`src/rtl/page_pkg.sv`:
```
// Shared types and encodings for the page directory controller.
// Pure declarations, no logic.
// No handshake of its own.
package page_pkg;

  localparam int REF_W_DEF = 16;
  localparam int IDX_W_DEF = 8;

  // Directory entry status; 2'b10 is reserved and handled as invalid.
  localparam logic [1:0] ST_INV   = 2'b00;
  localparam logic [1:0] ST_CLEAN = 2'b01;
  localparam logic [1:0] ST_DIRTY = 2'b11;

  // Externally visible controller status.
  localparam logic [1:0] STS_IDLE  = 2'b00;
  localparam logic [1:0] STS_BUSY  = 2'b01;
  localparam logic [1:0] STS_FAULT = 2'b10;

  typedef enum logic [2:0] {
    S_IDLE,
    S_ISSUE,
    S_COMPARE,
    S_UPDATE,
    S_FAULT,
    S_FILL,
    S_DONE
  } state_t;

endpackage

```
`src/rtl/page_rr_arb.sv`:
```
// Two-way round-robin arbiter picking one requester per enabled cycle.
// Combinational pick, pointer updates on the edge that accepts a pick.
// Disabled (en=0) means no pick and the pointer holds.
module page_rr_arb (
  input  logic       SCLK,
  input  logic       SRST,
  input  logic [1:0] req,
  input  logic       en,
  output logic [1:0] pick
);

  logic rr_q;  // requester favoured when both ask

  // Pick the favoured requester on contention, else whichever asks.
  always_comb begin
    pick = 2'b00;
    if (en) begin
      if (req == 2'b11) pick = rr_q ? 2'b10 : 2'b01;
      else              pick = req;
    end
  end

  // Point away from the requester just served.
  always_ff @(posedge SCLK) begin
    if (SRST)       rr_q <= 1'b0;
    else if (|pick) rr_q <= ~pick[1];
  end

endmodule

```
`src/rtl/page_dir_ctrl.sv`:
```
// Page directory lookup/dirty-mark/fault-fill sequencer shared by two requesters.
// Read hit at probe k completes 3+2k cycles after the grant edge; clean write hit +1.
// One access in flight; PLCK blocks new grants only; FAULT waits on SINT indefinitely.
module page_dir_ctrl
  import page_pkg::*;
#(
  parameter int REF_W     = REF_W_DEF,
  parameter int IDX_W     = IDX_W_DEF,
  parameter int MAX_PROBE = 4
) (
  input  logic             SCLK,
  input  logic             SRST,
  input  logic [1:0]       req,
  input  logic [REF_W-1:0] req_ref0,
  input  logic [REF_W-1:0] req_ref1,
  input  logic [1:0]       RW,
  output logic [1:0]       gnt,
  output logic [1:0]       done,
  output logic             hit,
  output logic [IDX_W-1:0] idx,
  input  logic             PLCK,
  input  logic             SINT,
  output logic             PINV,
  output logic [1:0]       STATUS,
  output logic             tbl_rd_en,
  output logic [IDX_W-1:0] tbl_idx,
  input  logic [REF_W-1:0] tbl_rd_ref,
  input  logic [1:0]       tbl_rd_status,
  output logic             tbl_wr_en,
  output logic [REF_W-1:0] tbl_wr_ref,
  output logic [1:0]       tbl_wr_status
);

  // Probe count and victim counter wrap share the same power-of-two mask.
  localparam logic [IDX_W-1:0] LAST_PROBE = IDX_W'(MAX_PROBE - 1);

  state_t           state, state_nxt;
  logic [1:0]       pick;
  logic             arb_en;
  logic [REF_W-1:0] sel_ref;
  logic             id_q, rw_q, gnt_pend_q;
  logic [REF_W-1:0] pref_q;
  logic [IDX_W-1:0] base_q, probe_q, probe_idx;
  logic             free_found_q;
  logic [IDX_W-1:0] free_idx_q, victim_q, victim_ctr_q, res_idx_q;
  logic             res_hit_q;
  logic             cmp_hit;

  assign arb_en    = ~PLCK & (state == S_IDLE);
  assign sel_ref   = pick[1] ? req_ref1 : req_ref0;
  assign probe_idx = base_q + probe_q;
  assign cmp_hit   = tbl_rd_status[0] & (tbl_rd_ref == pref_q);

  page_rr_arb u_arb (
    .SCLK (SCLK),
    .SRST (SRST),
    .req  (req),
    .en   (arb_en),
    .pick (pick)
  );

  // State register.
  always_ff @(posedge SCLK) begin
    if (SRST) state <= S_IDLE;
    else      state <= state_nxt;
  end

  // Next state and Moore outputs; everything idles at zero.
  always_comb begin
    state_nxt     = state;
    gnt           = 2'b00;
    done          = 2'b00;
    hit           = 1'b0;
    idx           = '0;
    PINV          = 1'b0;
    STATUS        = STS_BUSY;
    tbl_rd_en     = 1'b0;
    tbl_idx       = '0;
    tbl_wr_en     = 1'b0;
    tbl_wr_ref    = '0;
    tbl_wr_status = ST_INV;
    case (state)
      S_IDLE: begin
        STATUS = STS_IDLE;
        if (|pick) state_nxt = S_ISSUE;
      end
      S_ISSUE: begin
        gnt[id_q] = gnt_pend_q;
        tbl_rd_en = 1'b1;
        tbl_idx   = probe_idx;
        state_nxt = S_COMPARE;
      end
      S_COMPARE: begin
        if (cmp_hit)
          state_nxt = (rw_q && tbl_rd_status == ST_CLEAN) ? S_UPDATE : S_DONE;
        else
          state_nxt = (probe_q < LAST_PROBE) ? S_ISSUE : S_FAULT;
      end
      S_UPDATE: begin
        tbl_wr_en     = 1'b1;
        tbl_idx       = probe_idx;
        tbl_wr_ref    = pref_q;
        tbl_wr_status = ST_DIRTY;
        state_nxt     = S_DONE;
      end
      S_FAULT: begin
        PINV   = 1'b1;
        STATUS = STS_FAULT;
        if (SINT) state_nxt = S_FILL;
      end
      S_FILL: begin
        tbl_wr_en     = 1'b1;
        tbl_idx       = victim_q;
        tbl_wr_ref    = pref_q;
        tbl_wr_status = rw_q ? ST_DIRTY : ST_CLEAN;
        state_nxt     = S_DONE;
      end
      S_DONE: begin
        done[id_q] = 1'b1;
        hit        = res_hit_q;
        idx        = res_idx_q;
        state_nxt  = S_IDLE;
      end
      default: state_nxt = S_IDLE;
    endcase
  end

  // Access context: latched at grant, advanced by probe, resolved at fill.
  always_ff @(posedge SCLK) begin
    if (SRST) begin
      id_q         <= 1'b0;
      rw_q         <= 1'b0;
      gnt_pend_q   <= 1'b0;
      pref_q       <= '0;
      base_q       <= '0;
      probe_q      <= '0;
      free_found_q <= 1'b0;
      free_idx_q   <= '0;
      victim_q     <= '0;
      victim_ctr_q <= '0;
      res_idx_q    <= '0;
      res_hit_q    <= 1'b0;
    end else begin
      case (state)
        S_IDLE: if (|pick) begin
          id_q         <= pick[1];
          rw_q         <= RW[pick[1]];
          pref_q       <= sel_ref;
          base_q       <= sel_ref[IDX_W-1:0];
          probe_q      <= '0;
          free_found_q <= 1'b0;
          gnt_pend_q   <= 1'b1;
        end
        S_ISSUE: gnt_pend_q <= 1'b0;
        S_COMPARE: begin
          if (cmp_hit) begin
            res_hit_q <= 1'b1;
            res_idx_q <= probe_idx;
          end else begin
            // Only the first free slot seen is worth remembering.
            if (!tbl_rd_status[0] && !free_found_q) begin
              free_idx_q   <= probe_idx;
              free_found_q <= 1'b1;
            end
            if (probe_q < LAST_PROBE) probe_q <= probe_q + 1'b1;
          end
        end
        S_FAULT: if (SINT)
          victim_q <= free_found_q ? free_idx_q : base_q + victim_ctr_q;
        S_FILL: begin
          res_hit_q <= 1'b0;
          res_idx_q <= victim_q;
          // Rotate the eviction choice only when something was actually evicted.
          if (!free_found_q) victim_ctr_q <= (victim_ctr_q + 1'b1) & LAST_PROBE;
        end
        default: ;
      endcase
    end
  end

endmodule

```
`config.mk`:
```
export PLATFORM = sky130hd
export DESIGN_NAME = page_dir_ctrl
export DESIGN_NICKNAME = d
export VERILOG_FILES = /design/src/rtl/page_pkg.sv /design/src/rtl/page_rr_arb.sv /design/src/rtl/page_dir_ctrl.sv
export SDC_FILE = /design/constraint.sdc
export NUM_CORES = 1
export LEC_CHECK = 0
export ABC_AREA = 1
export ABC_CLOCK_PERIOD_IN_PS = 2900
export BUFFER_PORTS_ARGS = -buffer_cell sky130_fd_sc_hd__buf_2
export CORE_ASPECT_RATIO = 1.2
export CORE_UTILIZATION = 53
export CTS_CLUSTER_SIZE = 40
export DETAILED_ROUTE_END_ITERATION = 6
export GPL_TIMING_DRIVEN = 0
export PLACE_DENSITY = 0.92
export SYNTH_ARGS = -nofsm -noshare
export SYNTH_HDL_FRONTEND = slang
export SYNTH_SLANG_ARGS = --single-unit
```
`constraint.sdc`:
```
create_clock -name SCLK -period 2.9 [get_ports SCLK]
set_clock_uncertainty 0.1 [all_clocks]
set_input_delay 0.87 -clock SCLK [delete_from_list [all_inputs] [get_ports SCLK]]
set_output_delay 0.87 -clock SCLK [all_outputs]
set_load 0.005 [all_outputs]
```
* After elaboration in Yosys (flattened, before gate mapping) *
Cells that the tools add are included.

word-level totals
  register bits after elaboration = 67
  input port bits = 58
  logic and storage cells = 106

cells by class
  add/sub/neg operators = 4
  $lt $le $gt $ge = 4
  eq/ne operators = 15
  multiplexer cells = 41
  bitwise logic cells = 7
  reduce and logical (&&, ||, !) cells = 21

operators by type and width
  cell                                                 count
  two-way mux 8 bit                                    6
  case mux 8 bit (2 select lines)                      3
  two-way mux 16 bit                                   2
  == test 16 bit                                       1
  two-way mux 3 bit                                    5
  case mux 3 bit (5 select lines)                      1
  two-way mux 1 bit                                    12
  two-way mux 2 bit                                    6
  AND reduction 2 bit                                  6
  != test 2 bit (second input constant)                5
  == test 3 bit (second input constant)                3
  adder 8 x 1 -> 8 bit (second input constant)         1
  adder 8 x 2 -> 8 bit                                 1
  adder 8 bit                                          1
  < comparator 8 x 2 -> 1 bit (second input constant)  1
  case mux 2 bit (2 select lines)                      2
  AND reduction 4 bit                                  2
  == test 3 x 2 -> 1 bit (second input constant)       2
  case mux 1 bit (2 select lines)                      3
  nonzero test 2 bit                                   3
  OR reduction 2 bit                                   3
  < comparator 1 x 2 -> 1 bit (second input constant)  2
  NOT 1 bit                                            4
  == test 3 x 1 -> 1 bit (second input constant)       1
  other kinds (12)                                     16

* Longest topological paths before layout *
  depth in word-level cells = 6
  depth in mapped cells = 12
  mapped depth without buffers = 11

* Modules after synthesis *
From an unflattened synthesis, not the netlist that was laid out.

unflattened totals
  cells, all modules = 560
  area total of the unflattened synthesis = 3612.2 sq um

by module, submodules not included
  module         instances  cells each  area each (sq um)  sequential area each (sq um)
  page_dir_ctrl  1          550         3552.2             1161.1
  page_rr_arb    1          10          60.1               20.0

* Worst setup path after synthesis *
OpenSTA, ideal clock, no wires.

  path kind = register -> output
  start = reg pref_q[0] (netlist name)
  end = out tbl_idx[6]
  arrival time = 1.503 ns
  path slack = 0.427 ns
  cell stages (with the launch flop) = 9
  path buffers = 0
  cell sequence = dfxtp_1 -> ha_1 -> inv_1 -> fa_1 -> inv_1 -> nand4_1 -> nand4_1 -> nand2_1 -> o21ai_0

RTL lines
  what       line                 RTL
  to (decl)  page_dir_ctrl.sv:26  output logic [IDX_W-1:0] tbl_idx,

==> impl_metrics.yaml <==
layout:
  seq_area_sq_um: 1190
  fillers: 567
  drive_gt1_share_pct: 26.5
  layout.nets: 756
  mostFrequentLayoutCells: "nand2_1 (162), buf_2 (103), inv_1 (84)"
  multi_input_area_sq_um: 2110
  area_delta_synth_final_pct: 26.1
  antenna_cells: 0
  mostFrequentLayoutCell: "nand2_1"
synthesis:
  synth_area_sq_um: 3700
  ys_warn_count: 0
  post_synth.cell_area_avg_sq_um: 6.50
  syn_nets: 639
  yosysTopAreaCell: "dfxtp_1"
  ys_ff_latch: 59
  synth_top_cell_area_share_pct: 32.0
  syn_inst: 569
  synth_cell_types: 41
  seq_area_frac_synth_pct: 32.0
  synth_top_cells_by_area: "dfxtp_1 (32%), nand2_1 (17%), inv_1 (9.0%)"
clocking:
  clk_latency_ps: 350
  clk_pin_slew_ps: 70
  cts_buffer_depth: 2
  h-tree-depth: 3
  cts_sinks: 59
  clockRootBuffer: "clkbuf_8"
  cts_made_buffers: 9
  cts_tree: "yes"
routing:
  wl_met1_um: 4210
  via_per_inst: 5.41
  num_vias: 4210
  wl_met2_um: 5510
  dr_wl_met3_um: 710
  drt_iter0_markers: 312
  drc: 0
  antenna_left: 0
  highest_layer: "met4"
  wirelength_um: 10800
  wl_per_cell_um: 13.9
  dr.pass1.iters: 5
floorplan:
  die_w_um: 78.2
  initial_utilization_pct: 54.6
  num_rows: 33
  boundaryPins: 102
  coreArea_sq_um: 6770
  die-area_sq_um: 7310
  fp.dieH_um: 93.5
setup_path:
  r2r_cells: 10
  r2r_slack_ps: 870
  crit_path_end_kind: "primary output"
  max_stage_delay_ps: 420
  reg2reg_to: "res_idx_q[4]$_SDFFE_PP0P_"
  crit_arrival_ps: 1980
  path_class: "flip-flop to primary output"
  crit_path_top_delay_cell: "fa_2"
  reg2reg_from: "pref_q[1]$_SDFFE_PP0P_"
  cpLargestDelayFamily: "adder cells"
  critical_path.startpoint_type: "flip-flop"
  path_buf_inv: 3
  worstPathCellList: "inv_2, fa_2, inv_2, nand4_1, nand4_1, nand2_1, o21ai_2, buf_2"
  cp.required_ps: 1930
  critical_path.max_fanout: 5
hold_path:
  min_to: "victim_q[1]$_SDFFE_PP0P_"
  min_from: "victim_q[1]$_SDFFE_PP0P_"
  hold_depth: 2
  min_path_type: "flip-flop to flip-flop"
power_and_ir_drop:
  power_density_nw_per_um2: 581
  p_total_w: 0.00271
  p_leak_nw: 2.39
  peakVddDrop_mv: 0.411
global_route:
  grt_pass1_wl_um: 17100
  grt_pass1_vias: 3800
  antenna_found_initial: 0
  grtUsageTotal_pct: 30.2
  grt_max_degree: 16
  grt-ovfl-total: 0
run_status:
  violations: "negative setup slack"
  outcome: "finished with violations"
timing:
  min_period_ps: 2950
  relSlewSlack_pct: 62.7
  hold_viol: 0
  whs_ps: 369
  fin_crit_sh_pct: 102
  rsz0062_at_grt: "yes"
  maxSlewViolCount: 0
  max_freq_ghz: 0.339
  setup_violations: 2
  worst_slack_ps: -47.1
  worstMarginPinSlew_ps: 559
job:
  cap_violations: 0
placed_design:
  gp_congestion: 0.888
  place_hpwl_um: 8050
  port_buffers: 101
-- final cells by class --
type / instances / share of cell area (%)
clock buffer: 13 / 3.63
tap: 87 / 2.34
buffer: 17 / 2.39
timing repair buffer: 107 / 11.8
sequential: 59 / 25.6
inverter: 98 / 8.03
multi-input combinational: 394 / 45.2
clock inverter: 3 / 0.967
-- stage by stage --
step / setup WS [ps] / cell area (sq um) / cells / utilization [%] / setup TNS (ps)
2_1_floorplan: 427 / 3700 / 569 / - / 0
3_3_place_gp: 15.8 / 4310 / 757 / 63.7 / 0
3_5_place_dp: 5.11 / 4310 / 757 / 63.7 / 0
4_1_cts: -69.8 / 4590 / 773 / 67.8 / -76.3
5_1_grt: -153 / 4660 / 778 / 68.8 / -505
6_report: -47.1 / 4660 / 778 / 68.8 / -52.6
-- kinds of logic after synthesis --
group                      after synthesis  synth area share [%]
AOI/OAI and AO/OA                       93                  14.8
xor gates and xnor gates                 7                  1.66
DFF                                     59                  32.0
and+or+nand+nor                        282                  34.0
adders and majority gates               12                  4.47
buffers and inverters                  116                  13.1
-- timing repair --
| item | 4_1_cts | 5_1_grt |
|---|---|---|
| setup buffers | 1 | 5 |
| resized for setup | 19 | 11 |
| setup endpoints to repair | 19 | 16 |
| hold buffers | 0 | 0 |
| pin swaps | 2 | 6 |
-- flip-flops by register name (all words and copies together), names as in the netlist, 2 cells and up --
name and flops:
pref_q 16, victim_q 8, probe_q 8, victim_ctr_q 2, state 3, res_idx_q 8, free_idx_q 8
-- worst reg2reg max path, stage by stage, from the launching register on --
cell and delay, ps:
dfxtp_2 400, inv_2 100, fa_2 420, inv_2 80, nand3_1 70, nand2_1 120, xor2_2 90, buf_4 140
o21ai_0 240, nand2_1 90, a21oi_1 120
-- cell usage after synthesis, drive strengths merged --
library cell    n
nand2         167
inv            97
dfxtp          59
nor2           59
a21oi          38
nand3          38
o21ai          30
o211ai         15
buf            10
ha             10
nand4           9
clkbuf          8
nor3            5
xnor2           4
xor2            3
a211oi          2
a21o            2
a31oi           2
fa              2
nand3b          2
or2             2
clkinv          1
o2111ai         1
o21a            1
o221ai          1
o22ai           1
-- per-layer routing --
| metal | track usage (%) | vias to the layer above |
|---|---|---|
| li1 | - | 2037 |
| met1 | 33.8 | 1923 |
| met2 | 53.1 | 211 |
| met3 | 6.15 | 39 |
| met4 | 16.5 | 0 |
| met5 | 0 | - |
-- power breakdown --
group / switching, W / total (W) / internal (W) / leakage, nW
Combinational: 0.000594 / 0.000915 / 0.000322 / 1.81
Sequential: 0.0000832 / 0.000985 / 0.000902 / 0.482
Clock: 0.000338 / 0.000806 / 0.000467 / 0.102
Total: 0.00102 / 0.00271 / 0.00169 / 2.39
-- worst max path at each step --
stage | startpoint | endpoint | slack, ps | cells after the start
after floorplan | pref_q[0]$_SDFFE_PP0P_ | tbl_idx[6] | 430 | 8
final | pref_q[1]$_SDFFE_PP0P_ | tbl_idx[6] | -50 | 8
after global routing | pref_q[0]$_SDFFE_PP0P_ | tbl_idx[6] | -150 | 9
after CTS | pref_q[0]$_SDFFE_PP0P_ | tbl_idx[6] | -70 | 9
after global placement | pref_q[1]$_SDFFE_PP0P_ | tbl_idx[6] | 20 | 8
after detailed placement | pref_q[1]$_SDFFE_PP0P_ | tbl_idx[6] | 5 | 8
No activity file was read; power rests on OpenSTA's default activity.
